==> config.mk <==
export PLATFORM = sky130hd
export DESIGN_NAME = conv_operand_feeder
export DESIGN_NICKNAME = d
export VERILOG_FILES = /design/src/rtl/conv_operand_feeder.sv
export SDC_FILE = /design/constraint.sdc
export NUM_CORES = 1
export LEC_CHECK = 0
export ABC_AREA = 1
export CAP_MARGIN = 20
export CORE_ASPECT_RATIO = 0.5
export CORE_UTILIZATION = 51
export CTS_CLUSTER_DIAMETER = 50
export DETAILED_ROUTE_END_ITERATION = 12
export GPL_TIMING_DRIVEN = 0
export PLACE_DENSITY = 0.95
export SLEW_MARGIN = 40
export SYNTH_ARGS = -nofsm -noshare
export SYNTH_HDL_FRONTEND = slang
export SYNTH_SLANG_ARGS = --single-unit
export TNS_END_PERCENT = 5
==> constraint.sdc <==
create_clock -name clk1 -period 2.7 [get_ports clk1]
set_input_delay 0.81 -clock clk1 [delete_from_list [all_inputs] [get_ports clk1]]
set_output_delay 0.81 -clock clk1 [all_outputs]
set_load 0.01 [all_outputs]
==> src/rtl/conv_operand_feeder.sv <==
// Operand feeder for the transposed-conv datapath: turns controller read strobes into
// weight/IFM SRAM reads and returns registered operands. Optional ERR_CHECK_EN adds a sticky protocol-error flag.
module conv_operand_feeder #(
  parameter int DATA_W      = 8,
  parameter int KERNEL_SIZE = 4,
  parameter int IFM_SIZE    = 9,
  parameter int PAD         = 2,
  parameter int CI          = 3,
  parameter int CO          = 4,
  parameter int ADDR_W      = 10
) (
  input  logic              clk1,
  input  logic              rst,
  input  logic              start_conv,
  input  logic              wgt_read,
  input  logic              ifm_read,
  output logic              wgt_mem_en,
  output logic [ADDR_W-1:0] wgt_mem_addr,
  input  logic [DATA_W-1:0] wgt_mem_rdata,
  output logic              ifm_mem_en,
  output logic [ADDR_W-1:0] ifm_mem_addr,
  input  logic [DATA_W-1:0] ifm_mem_rdata,
  output logic [DATA_W-1:0] wgt_data,
  output logic              wgt_valid,
  output logic [DATA_W-1:0] ifm_data,
  output logic              ifm_valid,
  output logic [3:0]        filter_idx,
  output logic              busy,
  output logic              done,
  output logic              err
);

  localparam int WGT_WORDS = CO * CI * KERNEL_SIZE * KERNEL_SIZE;
  localparam int PIX       = (IFM_SIZE - 2 * PAD) * (IFM_SIZE - 2 * PAD);
  localparam int IFM_WORDS = CI * PIX;

  typedef enum logic {IDLE, RUN} state_t;
  state_t state, state_nxt;

  logic              run;
  logic              wgt_take, ifm_take, ifm_wrap, last_issued;
  logic [ADDR_W-1:0] wgt_cnt, ifm_cnt;
  logic              wgt_p1, ifm_p1, last_p1;

  // Handshake: a strobe is a one-cycle request with no back-pressure; the feeder always
  // accepts it in RUN (unless start_conv wins), and the word returns exactly 2 cycles later.
  assign run      = (state == RUN);
  assign wgt_take = wgt_read & run & ~start_conv;
  assign ifm_take = ifm_read & run & ~start_conv & ~last_issued;
  assign ifm_wrap = (ifm_cnt == ADDR_W'(IFM_WORDS - 1));

  assign wgt_mem_en   = wgt_take;
  assign ifm_mem_en   = ifm_take;
  assign wgt_mem_addr = wgt_cnt;
  assign ifm_mem_addr = ifm_cnt;
  assign busy         = run;

  always_ff @(posedge clk1 or posedge rst) begin
    if (rst) state <= IDLE;
    else     state <= state_nxt;
  end

  always_comb begin
    state_nxt = state;
    case (state)
      IDLE:    if (start_conv) state_nxt = RUN;
      RUN:     if (!start_conv && done) state_nxt = IDLE;
      default: state_nxt = IDLE;
    endcase
  end

  // Address counters; the IFM counter is linear, so ch*PIX+pix falls out directly.
  always_ff @(posedge clk1 or posedge rst) begin
    if (rst) begin
      wgt_cnt     <= '0;
      ifm_cnt     <= '0;
      filter_idx  <= '0;
      last_issued <= 1'b0;
    end else if (start_conv) begin
      wgt_cnt     <= '0;
      ifm_cnt     <= '0;
      filter_idx  <= '0;
      last_issued <= 1'b0;
    end else begin
      if (wgt_take)
        wgt_cnt <= (wgt_cnt == ADDR_W'(WGT_WORDS - 1)) ? '0 : wgt_cnt + 1'b1;
      if (ifm_take) begin
        if (ifm_wrap) begin
          ifm_cnt <= '0;
          if (filter_idx == 4'(CO - 1)) last_issued <= 1'b1;
          else                          filter_idx  <= filter_idx + 4'd1;
        end else begin
          ifm_cnt <= ifm_cnt + 1'b1;
        end
      end
    end
  end

  // Return pipeline: stage 1 tracks the SRAM access, stage 2 registers rdata.
  always_ff @(posedge clk1 or posedge rst) begin
    if (rst) begin
      wgt_p1    <= 1'b0;
      ifm_p1    <= 1'b0;
      last_p1   <= 1'b0;
      wgt_valid <= 1'b0;
      ifm_valid <= 1'b0;
      done      <= 1'b0;
      wgt_data  <= '0;
      ifm_data  <= '0;
    end else if (start_conv) begin
      wgt_p1    <= 1'b0;
      ifm_p1    <= 1'b0;
      last_p1   <= 1'b0;
      wgt_valid <= 1'b0;
      ifm_valid <= 1'b0;
      done      <= 1'b0;
    end else begin
      wgt_p1    <= wgt_take;
      ifm_p1    <= ifm_take;
      last_p1   <= ifm_take & ifm_wrap & (filter_idx == 4'(CO - 1));
      wgt_valid <= wgt_p1;
      ifm_valid <= ifm_p1;
      done      <= last_p1;
      if (wgt_p1) wgt_data <= wgt_mem_rdata;
      if (ifm_p1) ifm_data <= ifm_mem_rdata;
    end
  end

`ifdef ERR_CHECK_EN
  logic illegal;
  assign illegal = (~run & (wgt_read | ifm_read)) | (ifm_read & last_issued);

  always_ff @(posedge clk1 or posedge rst) begin
    if (rst)             err <= 1'b0;
    else if (start_conv) err <= 1'b0;
    else if (illegal)    err <= 1'b1;
  end
`else
  assign err = 1'b0;
`endif

endmodule
==> qor.csv <==
stage;metric;value;unit
pwr;clock share of power;32.8;%
layout;Layout area overhead;36.9;%
clock_network;Worst-Skew Late Latency;310;ps
drt;Total Routed Length;5770;um
setup_path;critical-path cell list;clkdlybuf4s50_1 > nand2_2 > nor3_4 > dlygate4sd2_1;
setup_path;Buf+Inv Stages, Crit Path;2;
layout;commonest non-fill, non-tap cells in the layout;115 x nand2_1, 63 x clkdlybuf4s50_1, 48 x dfrtp_1;
timing;fin crit period;2640;ps
pwr;Peak VDD IR;0.000292;V
floorplanning;Die Wd;97.9;um
setup_path;Startpoint Class;input pin;
grt;M2 GR Usage;45.2;%
drt;DR iter-0 viols;190;
layout;most common cell after layout, fill and taps aside;nand2_1;
run_status;failing checks;DRC;
pwr;static leakage;0.00152;uW
setup_path;crit path DAT;1830;ps
synthesis;register area share after synthesis;51.2;%
clock_network;post-CTS setup repair buffer count;0;
setup_path;cell family with most CP delay;buffers and inverters;
floorplanning;Die Area;4890;sq um
timing;Sum Neg Setup Slack;0;ps
grt;Total Routing Usage GR;25.3;%
place;pre-CTS setup slack;-246;ps
pwr;P_sw;411;uW
synthesis;Mean Syn Cell Area;8.17;sq um
timing;Final Skew;12.7;ps
place;Placed Instance Area;3100;sq um
drt;vias;2126;
run_status;status;finished with violations;
floorplanning;row cnt;17;
layout;post-layout util;72.9;%
pwr;sequential share of power;50.3;%
drt;Vias per Instance;5.09;
floorplanning;Core Area;4400;sq um
pwr;logic gate share of total power;16.8;%
clock_network;CTS Root Cell;clkbuf_8;
clock_network;Longest Clk Path Bufs;2;
grt;initial antenna violation count;0;
job;maxcap violations;0;
pwr;Pwr Density;497;nW/um^2
timing;Final Max Slew Viols;0;
layout;non-filler instance count after layout;418;
timing;RSZ-0062 raised after global routing;false;
layout;final instance area;3210;sq um
setup_path;Worst Path Class, Setup;in -> out;
setup_path;Reg2Reg Launch Point;ifm_mem_addr[0]$_DFFE_PP0P_;
clock_network;hold buffers post-CTS;0;
clock_network;clock-pin slew on the worst setup and hold paths;90;ps
timing;Final Worst Setup Slack;63.3;ps
floorplanning;Initial Util;53.3;%
place;hpwl dp;4140;um
timing;endpoints failing hold;0;
layout;antenna cell count;0;
grt;vias in the first global route;2069;
clock_network;CTS Buf Count;5;
synthesis;syn_nets;312;
timing;period utilization;97.7;%
synthesis;Post-Synthesis Cells;287;
grt;grt total ovfl;0;
setup_path;endpoint type of the worst setup path;primary output;
setup_path;worst setup path startpoint;ifm_read;
pwr;switching share of power;25.8;%
floorplanning;Top Ports;68;
setup_path;slowest stage delay, CP;470;ps
grt;wire length of the first global-routing pass;9430;um
clock_network;H-tree Lvls;2;
synthesis;Ys Warns;0;
place;placer congestion estimate;0.833;
setup_path;crit-path max FO;3;
min_path;hold_sp;done$_DFF_PP0_;
setup_path;slowest cell on the critical path;clkdlybuf4s50_1;
clock_network;CTS tree;done;
synthesis;Yosys reg bits;48;
place;Inst Count DP;410;
layout;final net count;385;
min_path;Min-Delay Path Class;reg -> reg;
drt;DRT antenna net count;0;
grt;GRT busiest layer;met2;
place;Port Buffers;65;
timing;Final Setup Violations;0;
synthesis;Yosys cell types;30;
grt;met3 Usage GRT;4.68;%
clock_network;CTS-repair resized insts;3;
layout;layout cells sized above 1;8.86;%
grt;global routing usage on met1;30.2;%
pwr;Pint;1180;uW
setup_path;Critical Path RT;1890;ps
clock_network;clk sinks;48;
synthesis;synthesized area;2350;sq um
drt;Post-route DRC;2;
timing;fmax;0.379;GHz
floorplanning;die height;50.0;um
grt;largest net degree at the start of global routing;26;
drt;drt pass-1 iters;8;
drt;wire length per cell;13.8;um
[metal layers]
metal | up-vias | wire (um)
met5 | - | 0
met1 | 1020 | 2440
li1 | 1043 | -
met2 | 57 | 3000
met3 | 6 | 257
met4 | 0 | 76
[state kept, by name, indices dropped and copies added (netlist names), 4 cells and up]
register      flops
wgt_mem_addr     10
ifm_data          8
ifm_mem_addr     10
wgt_data          8
filter_idx        4
[synthesized netlist by cell type]
master    number  share of area (%)
a21oi_2        1               0.37
buf_4          2               0.64
buf_6          1               0.48
conb_1         1               0.16
dfrtp_1       48                 51
ha_1           4                2.1
inv_1         28                4.5
inv_2          2               0.32
inv_4          1               0.27
nand2_1      115                 18
nand2_2        2               0.53
nand3_1       16                3.4
nand3_2        3                1.3
nand3b_1       1               0.32
nand4_1       10                2.7
nor2_1        20                3.2
nor2_2         5                1.3
nor2_4         1               0.48
nor3_1         1               0.21
nor3_2         1               0.43
nor3_4         1               0.69
nor3b_1        1               0.32
o21ai_0        8                1.7
o21ai_1        2               0.43
o21ai_2        1               0.37
o21ai_4        1               0.69
o21bai_1       1               0.32
o22ai_1        2               0.53
xnor2_1        2               0.75
xor2_1         5                1.9
[power by group through the flow]
| stage | clock network [uW] | logic (uW) | registers (uW) |
|---|---|---|---|
| floorplan | 0 | 86.3 | 834 |
| global placement | 0 | 255 | 811 |
| CTS | 527 | 271 | 802 |
| detailed placement | 0 | 269 | 814 |
| global route | 552 | 291 | 807 |
| finish | 524 | 269 | 803 |
[through the flow]
| step | power (uW) | hold slack, ps |
|---|---|---|
| finish | 1600 | 457 |
| CTS | 1600 | 467 |
| global placement | 1070 | 442 |
| global route | 1650 | 501 |
| floorplan | 920 | 434 |
| detailed placement | 1080 | 463 |
[cell type report]
type                       instances  area (sq um)
multi-input combinational        205          1000
clock inverter                     3          42.5
tap                               57          71.3
buffer                             3          26.3
timing repair buffer              66           676
clock buffer                       5          68.8
sequential                        48          1200
inverter                          31           121
fill                             310          1190
[worst paths after layout]
check                                         endpoint  slack (ps)  cells past startpoint
setup / recovery                            ifm_mem_en          60                      4
hold / removal                          busy$_DFF_PP0_         460                      1
min in group asynchronous      wgt_data[7]$_DFFE_PP0P_         820                      2
hold reg to reg                         busy$_DFF_PP0_         460                      1
setup reg to reg           ifm_mem_addr[2]$_DFFE_PP0P_        1090                      7
max in group asynchronous    filter_idx[0]$_DFFE_PP0P_        1460                      3
[kinds of logic (layout without fill, tap and decap cells)]
family / Yosys count / count (layout) / share of synthesized area (%)
other: 1 / 1 / 0.160
adders and majority gates: 4 / 4 / 2.13
DFF: 48 / 48 / 51.2
AOI/OAI and AO/OA: 16 / 16 / 4.43
and+or+nand+nor: 177 / 177 / 33.3
buffers and inverters: 34 / 108 / 6.19
xor gates and xnor gates: 7 / 7 / 2.61
Note: power is estimated with default switching activity, not from simulation.
